**src/rtl/instr_mem_pkg.sv**
```systemverilog
// Address map and loader types shared by the instruction-memory loader and the
// instruction memory itself.
package instr_mem_pkg;

  localparam int ADDR_EXP   = 12;
  localparam int BYTE_SIZE  = 8;
  localparam int DATA_WIDTH = 32;
  localparam int LANES      = DATA_WIDTH / BYTE_SIZE;
  localparam int LANE_W     = $clog2(LANES);

  localparam logic [DATA_WIDTH-1:0] FIRST_INSTR_ADDR = 32'hBFC00000;
  localparam logic [DATA_WIDTH-1:0] LAST_INSTR_ADDR  = FIRST_INSTR_ADDR + (32'd1 << ADDR_EXP) - 32'd1;
  localparam logic [DATA_WIDTH-1:0] CAP_BYTES        = LAST_INSTR_ADDR - FIRST_INSTR_ADDR + 32'd1;

  typedef enum logic [2:0] {
    IDLE,
    HDR,
    DATA,
    DONE,
    ERROR
  } loader_state_t;

endpackage

```
**src/rtl/instr_mem_loader_if.sv**
```systemverilog
// Control, byte-stream and RAM write-port bundle of the instruction memory loader.
interface instr_mem_loader_if;
  import instr_mem_pkg::*;

  logic                  start_i;
  logic                  byte_valid_i;
  logic [BYTE_SIZE-1:0]  byte_data_i;
  logic                  byte_ready_o;
  logic                  wr_en_o;
  logic [DATA_WIDTH-1:0] wr_addr_o;
  logic [DATA_WIDTH-1:0] wr_data_o;
  logic                  busy_o;
  logic                  done_o;
  logic                  error_o;
  logic                  cpu_rst_o;

  modport slave (
    input  start_i, byte_valid_i, byte_data_i,
    output byte_ready_o, wr_en_o, wr_addr_o, wr_data_o,
    output busy_o, done_o, error_o, cpu_rst_o
  );

  modport master (
    output start_i, byte_valid_i, byte_data_i,
    input  byte_ready_o, wr_en_o, wr_addr_o, wr_data_o,
    input  busy_o, done_o, error_o, cpu_rst_o
  );

endinterface

```
**src/rtl/byte_packer.sv**
```systemverilog
// Little-endian byte-to-word assembler: fills lanes 0..3 and emits a registered word
// on the lane-3 byte or on an early last byte, with unfilled upper lanes left at zero.
module byte_packer
  import instr_mem_pkg::*;
(
  input  logic                  clk_i,
  input  logic                  rst_i,
  input  logic                  clear_i,
  input  logic                  valid_i,
  input  logic [BYTE_SIZE-1:0]  data_i,
  input  logic                  last_i,
  output logic                  word_valid_o,
  output logic [DATA_WIDTH-1:0] word_o
);

  logic [LANE_W-1:0]     lane_q, lane_d;
  logic [DATA_WIDTH-1:0] acc_q, acc_d;
  logic [DATA_WIDTH-1:0] word_q, word_d;
  logic                  word_valid_q, word_valid_d;
  logic [DATA_WIDTH-1:0] merged;
  logic                  flush;

  // The accumulator is zeroed after every flush, so a short final group is zero-filled.
  for (genvar gi = 0; gi < LANES; gi++) begin : g_lane
    assign merged[gi*BYTE_SIZE +: BYTE_SIZE] =
      (lane_q == LANE_W'(gi)) ? data_i : acc_q[gi*BYTE_SIZE +: BYTE_SIZE];
  end

  assign flush = valid_i && ((lane_q == LANE_W'(LANES - 1)) || last_i);

  always_comb begin
    lane_d       = lane_q;
    acc_d        = acc_q;
    word_d       = word_q;
    word_valid_d = 1'b0;
    if (clear_i) begin
      lane_d = '0;
      acc_d  = '0;
    end else if (flush) begin
      word_d       = merged;
      word_valid_d = 1'b1;
      acc_d        = '0;
      lane_d       = '0;
    end else if (valid_i) begin
      acc_d  = merged;
      lane_d = lane_q + LANE_W'(1);
    end
  end

  always_ff @(posedge clk_i) begin
    if (rst_i) begin
      lane_q       <= '0;
      acc_q        <= '0;
      word_q       <= '0;
      word_valid_q <= 1'b0;
    end else begin
      lane_q       <= lane_d;
      acc_q        <= acc_d;
      word_q       <= word_d;
      word_valid_q <= word_valid_d;
    end
  end

  assign word_valid_o = word_valid_q;
  assign word_o       = word_q;

endmodule

```
**src/rtl/instr_mem_loader.sv**
```systemverilog
// Boot loader: takes a 4-byte little-endian length header plus image bytes and writes
// them as 32-bit words into instruction RAM, holding the core in reset until complete.
module instr_mem_loader
  import instr_mem_pkg::*;
(
  input  logic               clk_i,
  input  logic               rst_i,
  instr_mem_loader_if.slave  bus
);

  loader_state_t         state_q, state_d;
  logic [1:0]            hdr_cnt_q, hdr_cnt_d;
  logic [DATA_WIDTH-1:0] len_q, len_d;
  logic [DATA_WIDTH-1:0] cnt_q, cnt_d;
  logic [DATA_WIDTH-1:0] addr_q, addr_d;
  logic                  byte_ready_q, byte_ready_d;
  logic                  busy_q, busy_d;
  logic                  done_q, done_d;
  logic                  error_q, error_d;
  logic                  cpu_rst_q, cpu_rst_d;

  logic                  hs;
  logic                  pk_clear, pk_valid, pk_last;
  logic                  pk_word_valid;
  logic [DATA_WIDTH-1:0] pk_word;

  assign hs = bus.byte_valid_i && byte_ready_q;

  byte_packer u_packer (
    .clk_i        (clk_i),
    .rst_i        (rst_i),
    .clear_i      (pk_clear),
    .valid_i      (pk_valid),
    .data_i       (bus.byte_data_i),
    .last_i       (pk_last),
    .word_valid_o (pk_word_valid),
    .word_o       (pk_word)
  );

  always_comb begin
    state_d   = state_q;
    hdr_cnt_d = hdr_cnt_q;
    len_d     = len_q;
    cnt_d     = cnt_q;
    addr_d    = addr_q;
    pk_clear  = 1'b0;
    pk_valid  = 1'b0;
    pk_last   = 1'b0;

    case (state_q)
      IDLE, DONE, ERROR: begin
        if (bus.start_i) begin
          state_d   = HDR;
          hdr_cnt_d = '0;
          len_d     = '0;
          cnt_d     = '0;
          addr_d    = FIRST_INSTR_ADDR;
          pk_clear  = 1'b1;
        end
      end
      HDR: begin
        if (hs) begin
          len_d[hdr_cnt_q*BYTE_SIZE +: BYTE_SIZE] = bus.byte_data_i;
          hdr_cnt_d = hdr_cnt_q + 2'd1;
          if (hdr_cnt_q == 2'd3) begin
            if (len_d == '0)            state_d = DONE;
            else if (len_d > CAP_BYTES) state_d = ERROR;
            else                        state_d = DATA;
          end
        end
      end
      DATA: begin
        if (hs) begin
          pk_valid = 1'b1;
          pk_last  = (cnt_q + 32'd1 == len_q);
          cnt_d    = cnt_q + 32'd1;
        end
        // The write of the final word is the last thing that happens in DATA.
        if (pk_word_valid) begin
          addr_d = addr_q + 32'd4;
          if (cnt_q == len_q) state_d = DONE;
        end
      end
      default: state_d = IDLE;
    endcase

    // Ready drops as soon as the last image byte is taken so nothing extra is consumed
    // while the final word is being written.
    byte_ready_d = (state_d == HDR) || ((state_d == DATA) && (cnt_d != len_d));
    busy_d       = (state_d == HDR) || (state_d == DATA);
    done_d       = (state_d == DONE);
    error_d      = (state_d == ERROR);
    cpu_rst_d    = (state_d != DONE);
  end

  always_ff @(posedge clk_i) begin
    if (rst_i) begin
      state_q      <= IDLE;
      hdr_cnt_q    <= '0;
      len_q        <= '0;
      cnt_q        <= '0;
      addr_q       <= '0;
      byte_ready_q <= 1'b0;
      busy_q       <= 1'b0;
      done_q       <= 1'b0;
      error_q      <= 1'b0;
      cpu_rst_q    <= 1'b1;
    end else begin
      state_q      <= state_d;
      hdr_cnt_q    <= hdr_cnt_d;
      len_q        <= len_d;
      cnt_q        <= cnt_d;
      addr_q       <= addr_d;
      byte_ready_q <= byte_ready_d;
      busy_q       <= busy_d;
      done_q       <= done_d;
      error_q      <= error_d;
      cpu_rst_q    <= cpu_rst_d;
    end
  end

  assign bus.byte_ready_o = byte_ready_q;
  assign bus.wr_en_o      = pk_word_valid;
  assign bus.wr_addr_o    = addr_q;
  assign bus.wr_data_o    = pk_word;
  assign bus.busy_o       = busy_q;
  assign bus.done_o       = done_q;
  assign bus.error_o      = error_q;
  assign bus.cpu_rst_o    = cpu_rst_q;

endmodule

```
**src/flat_wrapper.sv**
```systemverilog
// flat-port wrapper written by rule: the top's interface ports become plain ports
module instr_mem_loader_flat import instr_mem_pkg::*;
  (clk_i, rst_i, bus_start_i, bus_byte_valid_i, bus_byte_data_i, bus_byte_ready_o, bus_wr_en_o, bus_wr_addr_o, bus_wr_data_o, bus_busy_o, bus_done_o, bus_error_o, bus_cpu_rst_o);
  instr_mem_loader_if bus_i ();
  input  logic clk_i;
  input  logic rst_i;
  input wire logic [$bits(bus_i.start_i)-1:0] bus_start_i;
  input wire logic [$bits(bus_i.byte_valid_i)-1:0] bus_byte_valid_i;
  input wire logic [$bits(bus_i.byte_data_i)-1:0] bus_byte_data_i;
  output wire logic [$bits(bus_i.byte_ready_o)-1:0] bus_byte_ready_o;
  output wire logic [$bits(bus_i.wr_en_o)-1:0] bus_wr_en_o;
  output wire logic [$bits(bus_i.wr_addr_o)-1:0] bus_wr_addr_o;
  output wire logic [$bits(bus_i.wr_data_o)-1:0] bus_wr_data_o;
  output wire logic [$bits(bus_i.busy_o)-1:0] bus_busy_o;
  output wire logic [$bits(bus_i.done_o)-1:0] bus_done_o;
  output wire logic [$bits(bus_i.error_o)-1:0] bus_error_o;
  output wire logic [$bits(bus_i.cpu_rst_o)-1:0] bus_cpu_rst_o;
  assign bus_i.start_i = bus_start_i;
  assign bus_i.byte_valid_i = bus_byte_valid_i;
  assign bus_i.byte_data_i = bus_byte_data_i;
  assign bus_byte_ready_o = bus_i.byte_ready_o;
  assign bus_wr_en_o = bus_i.wr_en_o;
  assign bus_wr_addr_o = bus_i.wr_addr_o;
  assign bus_wr_data_o = bus_i.wr_data_o;
  assign bus_busy_o = bus_i.busy_o;
  assign bus_done_o = bus_i.done_o;
  assign bus_error_o = bus_i.error_o;
  assign bus_cpu_rst_o = bus_i.cpu_rst_o;
  instr_mem_loader u_core (.clk_i(clk_i), .rst_i(rst_i), .bus(bus_i));
endmodule
```
**config.mk**
```make
export PLATFORM = sky130hd
export DESIGN_NAME = instr_mem_loader_flat
export DESIGN_NICKNAME = d
export VERILOG_FILES = /design/src/rtl/instr_mem_pkg.sv /design/src/rtl/instr_mem_loader_if.sv /design/src/rtl/byte_packer.sv /design/src/rtl/instr_mem_loader.sv /design/src/flat_wrapper.sv
export SDC_FILE = /design/constraint.sdc
export NUM_CORES = 1
export LEC_CHECK = 0
export BUFFER_PORTS_ARGS = -buffer_cell sky130_fd_sc_hd__buf_2
export CAP_MARGIN = 10
export CELL_PAD_IN_SITES_DETAIL_PLACEMENT = 0
export CELL_PAD_IN_SITES_GLOBAL_PLACEMENT = 1
export CORE_ASPECT_RATIO = 1.2
export CORE_MARGIN = 1
export CORE_UTILIZATION = 30
export DETAILED_ROUTE_END_ITERATION = 10
export HOLD_SLACK_MARGIN = 0.02
export PLACE_DENSITY_LB_ADDON = 0.1
export SYNTH_ARGS = -nofsm -noshare
export SYNTH_HDL_FRONTEND = slang
export SYNTH_SLANG_ARGS = --single-unit
export TNS_END_PERCENT = 50
```
**constraint.sdc**
```tcl
create_clock -name clk_i -period 3.2 [get_ports clk_i]
set_input_delay 0.96 -clock clk_i [delete_from_list [all_inputs] [get_ports clk_i]]
set_output_delay 0.96 -clock clk_i [all_outputs]
set_load 0.01 [all_outputs]
```
==> impl_metrics.env <==
export IMPL_static_leakage_power_nw=5.02
export IMPL_drt_wirelength_per_cell_um=19.4
export IMPL_die_area_um2=31700
export IMPL_multi_input_area_um2=5840
export IMPL_num_io_pins=82
export IMPL_yosys_register_bits=171
export IMPL_insertedDiodeCount=0
export IMPL_worstHoldPathType="flip-flop to flip-flop"
export IMPL_layout_area_seq_um2=3440
export IMPL_final_setup_tns_ps=-10450
export IMPL_worst_path_largest_cell_delay_ps=640
export IMPL_postLayoutSetupSlackWorst_ps=-221
export IMPL_max_clock_freq_ghz=0.292
export IMPL_initial_core_util_pct=30.5
export IMPL_std_cell_rows=70
export IMPL_grt_antenna_before_repair=0
export IMPL_synth_top_area_share_pct=36.8
export IMPL_cts_hold_buffers=0
export IMPL_gp_routability_congestion=0.864
export IMPL_synth_async_sr_flop_share_pct=0
export IMPL_post_drt_via_cell_ratio=5.15
export IMPL_synth_area_um2=9310
export IMPL_skew_ps=12.4
export IMPL_outcome="complete, but fails checks"
export IMPL_worst_setup_path_startpoint="u_core.cnt_q[0]"
export IMPL_clk_latency_ps=440
export IMPL_critical_path_reg2reg_startpoint="u_core.cnt_q[0]"
export IMPL_synth_edf_count=0
export IMPL_dp_hpwl_mm=25.0
export IMPL_final_layout_size_suffix_gt1_share_pct=30.7
export IMPL_finalNetCount=1403
export IMPL_synth_mux_area_share_pct=0.766
export IMPL_grt_pass1_wl_mm=53.9
export IMPL_netlist_cell_type_count=65
export IMPL_cells_along_the_critical_path="ha_4, nand3_4, buf_6, nor4_4, buf_4, nand4b_1, a221oi_2, and4b_1, nand4_1, or4_4, buf_16, nand3_4, clkbuf_16, a21oi_1"
export IMPL_grtUsageTotal_pct=22.2
export IMPL_timing_final_crit_share_pct=107
export IMPL_synth_fa_ha_area_share_pct=1.48
export IMPL_max_slew_margin_rel_pct=16.5
export IMPL_yosysTopAreaCell="sky130_fd_sc_hd__dfxtp_1"
export IMPL_endpoint_kind="flip-flop"
export IMPL_worst_ep_required_time_ps=3530
export IMPL_flip_flop_cell_with_the_highest_count_after_synthesis="sky130_fd_sc_hd__dfxtp_1"
export IMPL_critPathKind="flip-flop to flip-flop"
export IMPL_ir_drop_v=0.000288
export IMPL_route_final_wire_length_mm=34.7
export IMPL_drcViolationCount=0
export IMPL_worstRegToRegCells=14
export IMPL_buffer_ports_inserted=79
export IMPL_drv_max_cap_violation_count=0
export IMPL_layout_cells_most_common="sky130_fd_sc_hd__buf_4"
export IMPL_numClockSinks=171
export IMPL_core_area_um2=30500
export IMPL_finalHoldWorstSlack_ps=438
export IMPL_timing_max_transition_violations_final=0
export IMPL_grt_remaining_overflow=0
export IMPL_cp_startpoint_kind="flip-flop"
export IMPL_grt_pass1_vias=9171
export IMPL_critical_path_slowest_cell="sky130_fd_sc_hd__or4_4"
export IMPL_synth_top_family_by_area="simple AND/OR/NAND/NOR gates"
export IMPL_cell_pwr_density_nw_per_um2=366
export IMPL_tritoncts="built"
export IMPL_number_of_vias_after_detailed_routing=9213
export IMPL_yosys_top_cells_area="sky130_fd_sc_hd__dfxtp_1, sky130_fd_sc_hd__xor2_1, sky130_fd_sc_hd__xnor2_1"
export IMPL_worstReg2RegEnd="u_core.u_packer.acc_q[12]"
export IMPL_critical_path_most_common_cell="sky130_fd_sc_hd__nand3_4"
export IMPL_synthesis_area_per_instance_um2=8.17
export IMPL_root_buffer="sky130_fd_sc_hd__clkbuf_16"
export IMPL_worst_hold_path_num_cells=2
export IMPL_reg2reg_setup_slack_ps=-220
export IMPL_clk_pin_slew_worst_paths_ps=70
export IMPL_n_fill_cell=3160
export IMPL_non_filler_cells_in_the_finished_layout=1789
export IMPL_crit_fanout=8
export IMPL_synth_warnings=0
export IMPL_grt_max_degree=69
export IMPL_whs_endpoint="u_core.u_packer.acc_q[28]"
export IMPL_cts_path_max_buffers=2
export IMPL_violations="negative setup slack"
export IMPL_synth_cells=1140
export IMPL_drt_initial_drc_count=434
export IMPL_setup_repair_after_global_routing_missed_its_margin="yes"
export IMPL_firstDrtPassIters=5
export IMPL_setup_violations_final=58
export IMPL_synth_simple_gate_area_share_pct=28.9
export IMPL_cts_htree_levels=4
export IMPL_postRouteAntennaNets=0
export IMPL_die_height_um=195
export IMPL_worstHoldStart="u_core.u_packer.acc_q[28]"
export IMPL_cp_arrival_ps=3750
export IMPL_dieWidth_um=163
export IMPL_mostFrequentLayoutCells="sky130_fd_sc_hd__buf_4, sky130_fd_sc_hd__dfxtp_1, sky130_fd_sc_hd__nor2_1"
export IMPL_dpl_worst_slack_ps=-503
export IMPL_synth_seq_area_share_pct=36.8
export IMPL_fin_crit_ps=3420
export IMPL_place_inst=1745
export IMPL_timing_hold_violations_final=0
export IMPL_syn2layout_area_growth_pct=37.2
export IMPL_yosys_area_share_xor_xnor_pct=9.88
export IMPL_pin_slew_with_the_least_headroom_to_its_limit_ps=1250
export IMPL_tritoncts_num_buffers=17
export IMPL_synth_compound_area_share_pct=17.3
==> report_power, final <==
part	total (mW)	internal [mW]	switching, mW
sequential	2.16	2.14	0.0159
combinational	0.327	0.124	0.202
clock	2.19	1.21	0.980
total	4.68	3.48	1.20
==> routing by layer <==
layer	wire length [µm]	global-route usage, %
met2	17700	38.8
met1	15400	27.8
met3	967	2.78
met4	697	7.30
met5	0	0
==> registers in the layout, indices dropped and copies added (netlist names), 2 cells and up <==
signal                  cells
u_core.u_packer.acc_q      32
u_core.hdr_cnt_q            2
u_core.state_q              3
u_core.cnt_q               32
u_core.bus.wr_addr_o       30
u_core.u_packer.lane_q      2
u_core.u_packer.word_o     32
u_core.len_q               32
==> cells by family after synthesis <==
logic type,Yosys count
AO/OA/AOI/OAI,226
other,1
XOR/XNOR,105
AND/OR/NAND/NOR,513
adder cells (fa/ha/maj),11
multiplexers,7
flip-flops,171
buffers and inverters,106
==> Yosys cell counts (4+ instances only) <==
| cell | number |
|---|---|
| sky130_fd_sc_hd__dfxtp_1 | 171 |
| sky130_fd_sc_hd__nor2_1 | 119 |
| sky130_fd_sc_hd__nand2_1 | 87 |
| sky130_fd_sc_hd__nor3_1 | 83 |
| sky130_fd_sc_hd__a21oi_1 | 71 |
| sky130_fd_sc_hd__clkbuf_1 | 61 |
| sky130_fd_sc_hd__xor2_1 | 53 |
| sky130_fd_sc_hd__xnor2_1 | 52 |
| sky130_fd_sc_hd__nand3_1 | 50 |
| sky130_fd_sc_hd__nor2b_1 | 43 |
| sky130_fd_sc_hd__o21ai_0 | 34 |
| sky130_fd_sc_hd__a22oi_1 | 33 |
| sky130_fd_sc_hd__nand4_1 | 26 |
| sky130_fd_sc_hd__nor4_1 | 23 |
| sky130_fd_sc_hd__a221oi_2 | 20 |
| sky130_fd_sc_hd__and3_1 | 19 |
| sky130_fd_sc_hd__inv_1 | 18 |
| sky130_fd_sc_hd__buf_2 | 17 |
| sky130_fd_sc_hd__a31oi_1 | 11 |
| sky130_fd_sc_hd__ha_1 | 11 |
| sky130_fd_sc_hd__o31ai_1 | 9 |
| sky130_fd_sc_hd__or3_1 | 9 |
| sky130_fd_sc_hd__a221oi_1 | 8 |
| sky130_fd_sc_hd__and4_1 | 8 |
| sky130_fd_sc_hd__and2_1 | 7 |
| sky130_fd_sc_hd__nand2b_1 | 7 |
| sky130_fd_sc_hd__a21o_1 | 6 |
| sky130_fd_sc_hd__mux2i_1 | 6 |
| sky130_fd_sc_hd__nor3b_1 | 5 |
| sky130_fd_sc_hd__o221a_2 | 5 |
| sky130_fd_sc_hd__and4b_1 | 4 |
| sky130_fd_sc_hd__buf_1 | 4 |
| sky130_fd_sc_hd__o211ai_1 | 4 |
==> how the worst max path moves through the flow <==
stage,endpoint,slack (ps),depth (start not counted)
after floorplan,u_core.u_packer.word_o[10],3,12
after global placement,u_core.bus.byte_ready_o,-560,12
after detailed placement,u_core.bus.byte_ready_o,-500,12
after CTS,u_core.u_packer.word_o[1],-110,12
after global routing,u_core.u_packer.acc_q[13],-320,14
final,u_core.u_packer.acc_q[12],-220,14
==> through the flow <==
step | util (%) | power, mW | cell area, µm²
4_1_cts | 40.8 | 4.73 | 12500
6_report | 41.9 | 4.68 | 12800
3_3_place_gp | 38.0 | 2.52 | 11600
3_5_place_dp | 38.0 | 2.52 | 11600
2_1_floorplan | - | 2.34 | 9320
5_1_grt | 41.9 | 4.85 | 12800
==> final cells by class <==
type	count	share of cell area, %
well taps	396	3.88
inverters	18	0.529
clock buffers	19	3.55
repair buffers	308	18.2
clock inverters	13	1.20
multi-input cells	864	45.7
flip-flops and latches	171	26.9
==> worst max-delay path: cells and delay by family, from the launching register on <==
| family | cells | cell delay [ps] |
|---|---|---|
| fa+ha+maj | 1 | 150 |
| flops | 1 | 370 |
| simple gates | 7 | 1730 |
| buf+inv | 4 | 710 |
| compound gates | 2 | 330 |
==> repair_timing <==
item / in CTS / in global routing
pin swaps: 18 / 25
buffers inserted: 4 / 3
gates resized for setup: 45 / 37
setup endpoints to repair: 68 / 67
gates cloned: 3 / 2
Note: power is estimated with default switching activity, not from simulation.
